`config.mk`:
```
export PLATFORM = sky130hd
export DESIGN_NAME = arena_loader_flat
export DESIGN_NICKNAME = d
export VERILOG_FILES = /design/src/rtl/arena_pkg.sv /design/src/rtl/arena_loader_if.sv /design/src/rtl/arena_lfsr.sv /design/src/rtl/arena_loader.sv /design/src/flat_wrapper.sv
export SDC_FILE = /design/constraint.sdc
export NUM_CORES = 1
export LEC_CHECK = 0
export ABC_CLOCK_PERIOD_IN_PS = 5060
export BUFFER_PORTS_ARGS = -buffer_cell sky130_fd_sc_hd__buf_2
export CAP_MARGIN = 20
export CORE_UTILIZATION = 50
export DETAILED_ROUTE_END_ITERATION = 7
export PLACE_DENSITY_LB_ADDON = 0.12
export SKIP_CTS_REPAIR_TIMING = 1
export SYNTH_ARGS = -nofsm -noshare
export SYNTH_HDL_FRONTEND = slang
export SYNTH_SLANG_ARGS = --single-unit
```
`constraint.sdc`:
```
create_clock -name clk -period 5.06 [get_ports clk]
set_input_delay 0.759 -clock clk [delete_from_list [all_inputs] [get_ports clk]]
set_output_delay 0.759 -clock clk [all_outputs]
set_load 0.05 [all_outputs]
```
`src/rtl/arena_pkg.sv`:
```
// Shared encodings for the arena loader: cell codes, game states, layout modes, LFSR defaults.
package arena_pkg;

    typedef enum logic [1:0] {
        CELL_BLANK    = 2'b00,
        CELL_BLOCK    = 2'b01,
        CELL_PLAYER_A = 2'b10,
        CELL_PLAYER_B = 2'b11
    } cell_t;

    typedef enum logic [1:0] {
        GS_PLAY    = 2'd0,
        GS_LOADING = 2'd3
    } game_state_t;

    typedef enum logic [1:0] {
        MODE_EMPTY   = 2'd0,
        MODE_PILLARS = 2'd1,
        MODE_LEGACY  = 2'd2,
        MODE_RANDOM  = 2'd3
    } mode_t;

    typedef enum logic [1:0] {
        ST_IDLE   = 2'd0,
        ST_FILL   = 2'd1,
        ST_FINISH = 2'd2
    } ld_state_t;

    localparam int unsigned LFSR_W            = 16;
    localparam logic [15:0] LFSR_DEFAULT_SEED = 16'hACE1;

    // Fibonacci LFSR step, taps 16,14,13,11.
    function automatic logic [15:0] lfsr_step(input logic [15:0] s);
        return {s[14:0], s[15] ^ s[13] ^ s[12] ^ s[10]};
    endfunction

endpackage

```
`src/rtl/arena_loader_if.sv`:
```
// Load-request and arena write bus between a game controller and the arena loader.
interface arena_loader_if #(
    parameter int unsigned ROWS = 10,
    parameter int unsigned COLS = 10
);
    localparam int unsigned AW = $clog2(ROWS * COLS);

    logic                   start;
    logic [1:0]             mode;
    logic [15:0]            seed;
    logic                   busy;
    logic                   done;
    logic                   cell_we;
    logic [AW-1:0]          cell_addr;
    arena_pkg::cell_t       cell_data;
    logic                   bomb_we;
    logic [1:0]             healthA;
    logic [1:0]             healthB;
    arena_pkg::game_state_t game_state;

    modport master (
        output start, mode, seed,
        input  busy, done, cell_we, cell_addr, cell_data, bomb_we,
               healthA, healthB, game_state
    );

    modport slave (
        input  start, mode, seed,
        output busy, done, cell_we, cell_addr, cell_data, bomb_we,
               healthA, healthB, game_state
    );
endinterface

```
`src/rtl/arena_lfsr.sv`:
```
// 16-bit random source for the random arena layout: loadable, advance on demand.
module arena_lfsr
    import arena_pkg::*;
(
    input  logic              clk,
    input  logic              rst_n,
    input  logic              load,
    input  logic [LFSR_W-1:0] load_val,
    input  logic              advance,
    output logic [LFSR_W-1:0] value
);

    // Load takes priority over advance; reset returns to the default seed.
    always_ff @(posedge clk) begin
        if (!rst_n) begin
            value <= LFSR_DEFAULT_SEED;
        end else if (load) begin
            value <= load_val;
        end else if (advance) begin
            value <= lfsr_step(value);
        end
    end

endmodule

```
`src/rtl/arena_loader.sv`:
```
// Arena loader: writes every cell of the arena once in row-major order, then arms the game.
module arena_loader
    import arena_pkg::*;
#(
    parameter int unsigned ROWS        = 10,
    parameter int unsigned COLS        = 10,
    parameter int unsigned HEALTH_INIT = 3,
    parameter int unsigned DENSITY     = 5
) (
    input  logic         clk,
    input  logic         rst_n,
    arena_loader_if.slave bus
);

    localparam int unsigned CELLS = ROWS * COLS;
    localparam int unsigned AW    = $clog2(CELLS);
    localparam int unsigned RW    = $clog2(ROWS);
    localparam int unsigned CW    = $clog2(COLS);

    ld_state_t         state_q, state_d;
    logic [RW-1:0]     r_q, r_d;
    logic [CW-1:0]     c_q, c_d;
    logic [AW-1:0]     base_q, base_d;
    mode_t             mode_q, mode_d;
    logic              busy_q, busy_d;
    logic              done_q, done_d;
    logic              we_q, we_d;
    logic [AW-1:0]     addr_q, addr_d;
    cell_t             data_q, data_d;
    logic [1:0]        ha_q, ha_d;
    logic [1:0]        hb_q, hb_d;
    game_state_t       gs_q, gs_d;

    logic [LFSR_W-1:0] lfsr_q;
    logic [LFSR_W-1:0] lfsr_seed;
    logic              lfsr_load;
    logic              lfsr_adv;
    logic              lfsr_unused;

    logic [RW-1:0]     nr;
    logic [CW-1:0]     nc;
    logic [AW-1:0]     nbase;
    logic              emit;

    // Random source for mode 3.
    arena_lfsr u_lfsr (
        .clk      (clk),
        .rst_n    (rst_n),
        .load     (lfsr_load),
        .load_val (lfsr_seed),
        .advance  (lfsr_adv),
        .value    (lfsr_q)
    );

    assign lfsr_unused = ^lfsr_q[15:4];

    function automatic logic is_border(input logic [RW-1:0] r, input logic [CW-1:0] c);
        return (r == '0) || (r == RW'(ROWS - 1)) || (c == '0) || (c == CW'(COLS - 1));
    endfunction

    function automatic logic is_spawn_a(input logic [RW-1:0] r, input logic [CW-1:0] c);
        return (r == RW'(1)) && (c == CW'(1));
    endfunction

    function automatic logic is_spawn_b(input logic [RW-1:0] r, input logic [CW-1:0] c);
        return (r == RW'(ROWS - 2)) && (c == CW'(COLS - 2));
    endfunction

    // Interior cells orthogonally next to a spawn stay clear so players can move.
    function automatic logic is_safe(input logic [RW-1:0] r, input logic [CW-1:0] c);
        return ((r == RW'(1))        && (c == CW'(2)))        ||
               ((r == RW'(2))        && (c == CW'(1)))        ||
               ((r == RW'(ROWS - 3)) && (c == CW'(COLS - 2))) ||
               ((r == RW'(ROWS - 2)) && (c == CW'(COLS - 3)));
    endfunction

    // Cells whose code is decided by the selected layout mode.
    function automatic logic is_rule(input logic [RW-1:0] r, input logic [CW-1:0] c);
        return !is_border(r, c) && !is_spawn_a(r, c) && !is_spawn_b(r, c) && !is_safe(r, c);
    endfunction

    // Fixed block layout carried over from the original 10x10 game.
    function automatic logic legacy_hit(input logic [AW-1:0] a);
        if ((ROWS != 10) || (COLS != 10)) begin
            return 1'b0;
        end
        case (int'(a))
            13, 17, 24, 32, 34, 38, 46, 51, 56, 57, 62, 63, 76, 84: return 1'b1;
            default: return 1'b0;
        endcase
    endfunction

    function automatic cell_t cell_code(input logic [RW-1:0] r, input logic [CW-1:0] c,
                                        input logic [AW-1:0] a, input mode_t m,
                                        input logic [3:0] rnd);
        if (is_border(r, c))  return CELL_BLOCK;
        if (is_spawn_a(r, c)) return CELL_PLAYER_A;
        if (is_spawn_b(r, c)) return CELL_PLAYER_B;
        if (is_safe(r, c))    return CELL_BLANK;
        case (m)
            MODE_PILLARS: return (!r[0] && !c[0]) ? CELL_BLOCK : CELL_BLANK;
            MODE_LEGACY:  return legacy_hit(a) ? CELL_BLOCK : CELL_BLANK;
            MODE_RANDOM:  return ({1'b0, rnd} < 5'(DENSITY)) ? CELL_BLOCK : CELL_BLANK;
            default:      return CELL_BLANK;
        endcase
    endfunction

    // Next state and next registered outputs; each FILL cycle prepares the following cell.
    always_comb begin
        state_d   = state_q;
        r_d       = r_q;
        c_d       = c_q;
        base_d    = base_q;
        mode_d    = mode_q;
        busy_d    = 1'b0;
        done_d    = 1'b0;
        we_d      = 1'b0;
        addr_d    = '0;
        data_d    = CELL_BLANK;
        ha_d      = ha_q;
        hb_d      = hb_q;
        gs_d      = gs_q;
        lfsr_load = 1'b0;
        lfsr_seed = (bus.seed == 16'h0000) ? LFSR_DEFAULT_SEED : bus.seed;
        lfsr_adv  = 1'b0;
        nr        = r_q;
        nc        = c_q;
        nbase     = base_q;
        emit      = 1'b0;

        case (state_q)
            ST_IDLE: begin
                if (bus.start) begin
                    state_d   = ST_FILL;
                    mode_d    = mode_t'(bus.mode);
                    lfsr_load = 1'b1;
                    gs_d      = GS_LOADING;
                    nr        = '0;
                    nc        = '0;
                    nbase     = '0;
                    emit      = 1'b1;
                end
            end
            ST_FILL: begin
                if ((r_q == RW'(ROWS - 1)) && (c_q == CW'(COLS - 1))) begin
                    state_d = ST_FINISH;
                    done_d  = 1'b1;
                    ha_d    = 2'(HEALTH_INIT);
                    hb_d    = 2'(HEALTH_INIT);
                    gs_d    = GS_PLAY;
                end else begin
                    if (c_q == CW'(COLS - 1)) begin
                        nc    = '0;
                        nr    = r_q + RW'(1);
                        nbase = base_q + AW'(COLS);
                    end else begin
                        nc    = c_q + CW'(1);
                    end
                    emit = 1'b1;
                end
            end
            ST_FINISH: begin
                state_d = ST_IDLE;
            end
            default: begin
                state_d = ST_IDLE;
            end
        endcase

        if (emit) begin
            r_d      = nr;
            c_d      = nc;
            base_d   = nbase;
            busy_d   = 1'b1;
            we_d     = 1'b1;
            addr_d   = nbase + AW'(nc);
            data_d   = cell_code(nr, nc, addr_d, mode_d, lfsr_q[3:0]);
            lfsr_adv = (mode_d == MODE_RANDOM) && is_rule(nr, nc) && !lfsr_load;
        end
    end

    // State and output registers with synchronous reset.
    always_ff @(posedge clk) begin
        if (!rst_n) begin
            state_q <= ST_IDLE;
            r_q     <= '0;
            c_q     <= '0;
            base_q  <= '0;
            mode_q  <= MODE_EMPTY;
            busy_q  <= 1'b0;
            done_q  <= 1'b0;
            we_q    <= 1'b0;
            addr_q  <= '0;
            data_q  <= CELL_BLANK;
            ha_q    <= 2'd0;
            hb_q    <= 2'd0;
            gs_q    <= GS_LOADING;
        end else begin
            state_q <= state_d;
            r_q     <= r_d;
            c_q     <= c_d;
            base_q  <= base_d;
            mode_q  <= mode_d;
            busy_q  <= busy_d;
            done_q  <= done_d;
            we_q    <= we_d;
            addr_q  <= addr_d;
            data_q  <= data_d;
            ha_q    <= ha_d;
            hb_q    <= hb_d;
            gs_q    <= gs_d;
        end
    end

    assign bus.busy       = busy_q;
    assign bus.done       = done_q;
    assign bus.cell_we    = we_q;
    assign bus.bomb_we    = we_q;
    assign bus.cell_addr  = addr_q;
    assign bus.cell_data  = data_q;
    assign bus.healthA    = ha_q;
    assign bus.healthB    = hb_q;
    assign bus.game_state = gs_q;

endmodule

```
`src/flat_wrapper.sv`:
```
// flat-port wrapper written by rule: the top's interface ports become plain ports
module arena_loader_flat import arena_pkg::*;
#(
    parameter int unsigned ROWS        = 10,
    parameter int unsigned COLS        = 10,
    parameter int unsigned HEALTH_INIT = 3,
    parameter int unsigned DENSITY     = 5
)
  (clk, rst_n, bus_start, bus_mode, bus_seed, bus_busy, bus_done, bus_cell_we, bus_cell_addr, bus_cell_data, bus_bomb_we, bus_healthA, bus_healthB, bus_game_state);
  arena_loader_if #(.ROWS(ROWS), .COLS(COLS)) bus_i ();
  input  logic clk;
  input  logic rst_n;
  input wire logic [$bits(bus_i.start)-1:0] bus_start;
  input wire logic [$bits(bus_i.mode)-1:0] bus_mode;
  input wire logic [$bits(bus_i.seed)-1:0] bus_seed;
  output wire logic [$bits(bus_i.busy)-1:0] bus_busy;
  output wire logic [$bits(bus_i.done)-1:0] bus_done;
  output wire logic [$bits(bus_i.cell_we)-1:0] bus_cell_we;
  output wire logic [$bits(bus_i.cell_addr)-1:0] bus_cell_addr;
  output wire logic [$bits(bus_i.cell_data)-1:0] bus_cell_data;
  output wire logic [$bits(bus_i.bomb_we)-1:0] bus_bomb_we;
  output wire logic [$bits(bus_i.healthA)-1:0] bus_healthA;
  output wire logic [$bits(bus_i.healthB)-1:0] bus_healthB;
  output wire logic [$bits(bus_i.game_state)-1:0] bus_game_state;
  assign bus_i.start = bus_start;
  assign bus_i.mode = bus_mode;
  assign bus_i.seed = bus_seed;
  assign bus_busy = bus_i.busy;
  assign bus_done = bus_i.done;
  assign bus_cell_we = bus_i.cell_we;
  assign bus_cell_addr = bus_i.cell_addr;
  assign bus_cell_data = bus_i.cell_data;
  assign bus_bomb_we = bus_i.bomb_we;
  assign bus_healthA = bus_i.healthA;
  assign bus_healthB = bus_i.healthB;
  assign bus_game_state = bus_i.game_state;
  arena_loader #(.ROWS(ROWS), .COLS(COLS), .HEALTH_INIT(HEALTH_INIT), .DENSITY(DENSITY)) u_core (.clk(clk), .rst_n(rst_n), .bus(bus_i));
endmodule
```
==> impl_results.md, run 1 <==
* GPL Wtd Cong at 0.890
* Final antenna-violating net count at 0
* Leakage at 1.39 nW
* Setup TNS at 0 ns
* DRT iter0 DRCs at 102
* Worst-skew pair later-pin latency at 0.30 ns
* Yosys top cell area share at 34.3%
* Top cells by area, synth: dfxtp_1 (34%), mux2i_1 (6.1%), and2_1 (4.7%)
* Initial antenna violation count at 0
* Fraction of registers with async set/reset at 0%
* Top-count cell post-synth: dfxtp_1
* DP Worst Slack at 0.741 ns
* Top delay family on crit path: compound AO/OA/AOI/OAI gates
* Reg clk slew, reported paths at 0.09 ns
* EDFF count, synth at 0
* Commonest cells in the netlist: dfxtp_1 (48), nand2_1 (22), nand3_1 (22), and2_1 (21), o21ai_0 (20)
* I/O Buffers at 39
* # diodes at 0
* Maximum capacitance violations at 0
* WP data arrival at 4.44 ns
* Via count at 2442
* Post-synthesis average cell area at ~8.8 um2
* Sequential element share of the synthesized area at between 30% and 40%
* Fillers at 479
* Worst IR Drop VDD at 0.130 mV
* Setup Viol. Count Final at 0
* Clock root buffer: clkbuf_8
* Worst-Margin Slew at slightly below 0.6 ns
* Syn Inst Count at roughly 320
* Largest net degree at the start of global routing at 39
* Post-synthesis instance area at ~0.0028 mm2
* Kind of critical path: reg2reg
* Max Clk Rate at 237 MHz
* DRT Wirelength at 6.42 mm
* Net Count, Synth at between 300 and 400
* Initial Util at 53.5%
* PwrDens at between 200 and 300 mW/mm2
* H-tree Lvls at 2
* CORE AREA at 0.00524 mm2
* Worst Skew at 0.00864 ns
* Slew headroom at between 60% and 70%
* Critical Path Start Type: flop
* Die height at 76.9 um
* I/O Pins at 40
* Final net count at 377
* Share of cells above drive strength 1 at 18.7%
* Unique cell type count in the Yosys netlist at 63
* #FFs+latches synth at 48
* Worst Slack Setup Final at 0.845 ns
* Type of the worst min-delay path: reg2reg
* Drt drc at 0
* CP max stage cell: dfxtp_1
* Yosys warnings at 0
* Die Area at a little under 0.006 mm2
* Final Max Slew Viols at 0
* CP Data Required Time at 5.28 ns
* Crit end category: flop
* Critical Path Fanout Max at 13
* Buf/Inv on CP at 1
* Vias in the first global route at roughly 2200
* Clock Path Buffers at 2
* DP Wirelength at 4.73 mm
* GRT Total Usage at 23.1%
* Clock buffer count from CTS at 5
* RSZ-0062 raised after global routing: no
* First-pass GRT wire length at 10.8 mm
* Cell repeated most along the worst path: a21oi_1
* Critical path's largest stage delay at 0.58 ns
* Chip Width at 76.9 um
* Tmin final at between 4 and 5 ns
* CTS tree: yes
* Global route total overflow at 0
* Routed wire per std cell at 15.4 um
* Routed vias/inst at a little under 6
* Final Hold Fails at 0
* Area Overhead vs Synth at 10.1%
* Period utilization at 83.3%
* Biggest area consumer among synthesized cells: dfxtp_1
* Outcome: complete, no violations
* Row count at 26
* CP cell instances: or2b_1 > a21oi_1 > o22a_1 > inv_1 > ha_1 > fa_1 > a21oi_1 > maj3_4 > xnor2_1 > or3_1 > a311o_1 > o32a_1 > o21ai_1
* Primary FF master, synth: dfxtp_1
* Clk sinks at between 40 and 50
* TritonRoute pass-1 iters at 4
## worst paths after layout
kind / depth (start not counted) / slack, ns / to / start
min reg2reg: 1 / 0.49 / u_core.base_q[0]$_SDFFE_PN0P_ / u_core.base_q[0]$_SDFFE_PN0P_
max: 13 / 0.85 / u_core.bus.cell_data[0]$_SDFF_PN0_ / u_core.state_q[0]$_SDFFE_PN0P_
max reg2reg: 13 / 0.85 / u_core.bus.cell_data[0]$_SDFF_PN0_ / u_core.state_q[0]$_SDFFE_PN0P_
min: 1 / 0.49 / u_core.base_q[0]$_SDFFE_PN0P_ / u_core.base_q[0]$_SDFFE_PN0P_
## layout by cell type, fill, tap and decap left out, types with 3 or more instances in the layout
master and count:
and2_1 21, buf_2 39, a21o_1 3, nand2_1 22, a31oi_1 6, inv_1 11
nand3_1 22, xor2_1 3, ha_1 8, o21ai_0 20, clkbuf_8 5, o21a_1 5
xnor2_1 5, buf_4 3, nor3_1 6, nor2b_1 3, nor2_1 12, nand4_1 12
nor4_1 7, dfxtp_1 48, a21oi_1 13, o211ai_1 3, mux2i_1 17
## state kept, by name, indices dropped and copies added (netlist names)
name                   cells
u_core.bus.game_state      1
u_core.u_lfsr.value       16
u_core.bus.busy            1
u_core.mode_q              2
u_core.r_q                 4
u_core.bus.done            1
u_core.c_q                 4
u_core.bus.cell_data       2
u_core.base_q              7
u_core.bus.cell_addr       7
u_core.state_q             2
u_core.bus.healthA         1
## layer usage
metal	up-vias	part of all wire, %	track usage [%]
met5	-	0	0
met4	0	1.3	7.69
met3	8	4.4	3.57
met2	75	48	37.2
met1	1138	46	31.2
li1	1221	-	-
## where the power goes
| part | switching, W | internal [W] |
|---|---|---|
| sequential | 0.0000114 | 0.000393 |
| combinational | 0.0000733 | 0.0000430 |
| clock | 0.000131 | 0.000147 |
| total | 0.000216 | 0.000583 |
## area by class of cell
class | count | area, um2 | area share (%)
Clock buffer | 6 | 72.6 | 2.35
Clock inverter | 2 | 35.0 | 1.13
Inverter | 11 | 41.3 | 1.34
Multi-Input combinational cell | 239 | 1670 | 54.2
Sequential cell | 48 | 961 | 31.1
Tap cell | 70 | 87.6 | 2.84
Timing Repair Buffer | 42 | 218 | 7.05
## stage by stage
stage	area (um2)	total power, W	std cells	utilization (%)	hold WS, ns
finish	3090	0.000799	418	58.9	0.490
global route	3090	0.000835	418	58.9	0.511
CTS	3090	0.000802	418	58.9	0.485
detailed placement	2980	0.000527	410	56.9	0.465
global placement	2980	0.000527	410	56.9	0.461
floorplan	2800	0.000496	319	-	0.444
## cells by family after synthesis
kind of cell	after synthesis	share of synthesized area, %
adders and majority gates	11	5.13
and+or+nand+nor	125	25.9
buffers and inverters	32	6.07
AOI/OAI and AO/OA	73	17.5
muxes	20	7.41
xor gates and xnor gates	10	3.66
DFF	48	34.3
No activity file was read; power rests on OpenSTA's default activity.
==> inputs of run 2 (changes only) <==
- ABC_CLOCK_PERIOD_IN_PS: 5060 -> 4300
- clock period: 5.06 -> 4.3 ns (I/O delays scaled with it)
==> impl_results.md, run 2 (synthesized netlist as in run 1, its figures left out) <==
* # diodes at 0
* CORE AREA at about 0.0052 mm2
* WP data arrival at between 4 and 5 ns
* Initial Util at 53.5%
* Setup Viol. Count Final at 0
* Layout Cells excl Fill at 421
* CP cell instances: inv_1 > ha_1 > and3b_1 > a21oi_1 > o22a_1 > inv_1 > ha_1 > fa_1 > a21oi_1 > maj3_4 > xnor2_1 > or3_1 > a311o_1 > o32a_1 > o21ai_1
* FF+latch area at approximately 960 um2
* Leakage at roughly 1.4 nW
* Die Area at ~0.0059 mm2
* Worst-skew pair later-pin latency at 0.31 ns
* Critical path's largest stage delay at 0.44 ns
* I/O Buffers at 39
* Period utilization at roughly nine tenths
* Fillers at 498
* Type of the worst min-delay path: reg2reg
* Routed vias/inst at 5.74
* Max reg flops at 16
* Clock root buffer: clkbuf_8
* PwrDens at 304 mW/mm2
* Slew headroom at a little under three fifths
* Routing usage on met2 at 36.4%
* Final antenna-violating net count at 0
* Worst-Margin Slew at 0.656 ns
* Buf/Inv on CP at 2
* M1 GR Usage at between 30% and 40%
* GR Layer Usage met3 at 4.29%
* Tmin final at 3.93 ns
* Clock Path Buffers at 2
* GPL Wtd Cong at 0.909
* Critical Path Fanout Max at 6
* Drt drc at 0
* Worst Slack Setup Final at ~0.37 ns
* Final Max Slew Viols at 0
* Final Hold Fails at 0
* Worst IR Drop VDD at 0.206 mV
* CP Data Required Time at 4.53 ns
* Worst Skew at 0.0135 ns
* DP Wirelength at approximately 4.8 mm
* Maximum capacitance violations at 0
* Critical Path Start Type: flop
* Placed inst area at 0.00300 mm2
* I/O Pins at 40
* Fin area at 0.00311 mm2
* Initial antenna violation count at 0
* CTS tree: yes
* Multi-input logic area at 0.00167 mm2
* Setup TNS at 0 ns
* DRT iter0 DRCs at 111
* TritonRoute pass-1 iters at 4
* Reg clk slew, reported paths at 0.09 ns
* Vias in the first global route at approximately 2300
* Clock buffer count from CTS at 5
* Final net count at 380
* Row count at 26
* Crit end category: flop
* Commonest non-fill, non-tap cell in the layout: dfxtp_1
* Routed wire per std cell at 15.4 um
* CP max stage cell: fa_1
* Max Clk Rate at 255 MHz
* DP Worst Slack at about 0.30 ns
* Clk sinks at 48
* Kind of critical path: reg2reg
* Top reg by flops: u_core.u_lfsr.value
* Placed cell count at between 400 and 500
* Global route total overflow at 0
* First-pass GRT wire length at approximately 11 mm
* H-tree Lvls at 2
* Area Overhead vs Synth at 10.9%
* RSZ-0062 raised after global routing: no
* Top delay family on crit path: compound AO/OA/AOI/OAI gates
* Largest net degree at the start of global routing at 39
* Die height at 76.9 um
* Via count at around 2400
* GRT Total Usage at 22.8%
* Fin Hold WS at 0.491 ns
* DRT Wirelength at 6.48 mm
* Most frequent cells in the layout: dfxtp_1 (48), buf_2 (39), nand2_1 (22), nand3_1 (22), and2_1 (21)
* Chip Width at 76.9 um
* Share of cells above drive strength 1 at 19.4%
* Outcome: complete, no violations
* GRT Max-Usage Layer: met2
==> run 2: changes by cell type in the layout (fill, tap and decap cells not counted) <==
cell,delta
buf_4,+3
==> run 2: metrics by stage <==
step / power, W / utilization, %
6_report: 0.000946 / 59.4
5_1_grt: 0.000981 / 59.4
2_1_floorplan: 0.000584 / -
3_3_place_gp: 0.000624 / 57.3
4_1_cts: 0.000948 / 59.4
3_5_place_dp: 0.000626 / 57.3
==> run 2: power by group <==
part	leakage, nW	switching [W]	internal [W]
Combinational	0.953	0.0000880	0.0000540
Clock	0.0552	0.000155	0.000173
Sequential	0.392	0.0000133	0.000462
==> run 2: layout make-up <==
cell class / count / area share, %
timing repair buffer: 45 / 7.73
tap: 70 / 2.82
clock inverter: 2 / 1.13
inverter: 11 / 1.33
sequential: 48 / 30.9
clock buffer: 6 / 2.33
multi-input combinational: 239 / 53.8
==> run 2: worst paths after layout <==
check	start	endpoint	slack, ns	cells past startpoint
setup / recovery	u_core.r_q[1]$_SDFFE_PN0P_	u_core.bus.cell_data[0]$_SDFF_PN0_	0.37	15
hold / removal	u_core.base_q[0]$_SDFFE_PN0P_	u_core.base_q[0]$_SDFFE_PN0P_	0.49	1
setup reg to reg	u_core.r_q[1]$_SDFFE_PN0P_	u_core.bus.cell_data[0]$_SDFF_PN0_	0.37	15
hold reg to reg	u_core.base_q[0]$_SDFFE_PN0P_	u_core.base_q[0]$_SDFFE_PN0P_	0.49	1
==> run 2: per-layer routing <==
metal  part of all wire, %  wire length (um)
met1                    50              3210
met2                    45              2900
met3                   3.8               245
met4                   1.8               115
met5                     0                 0
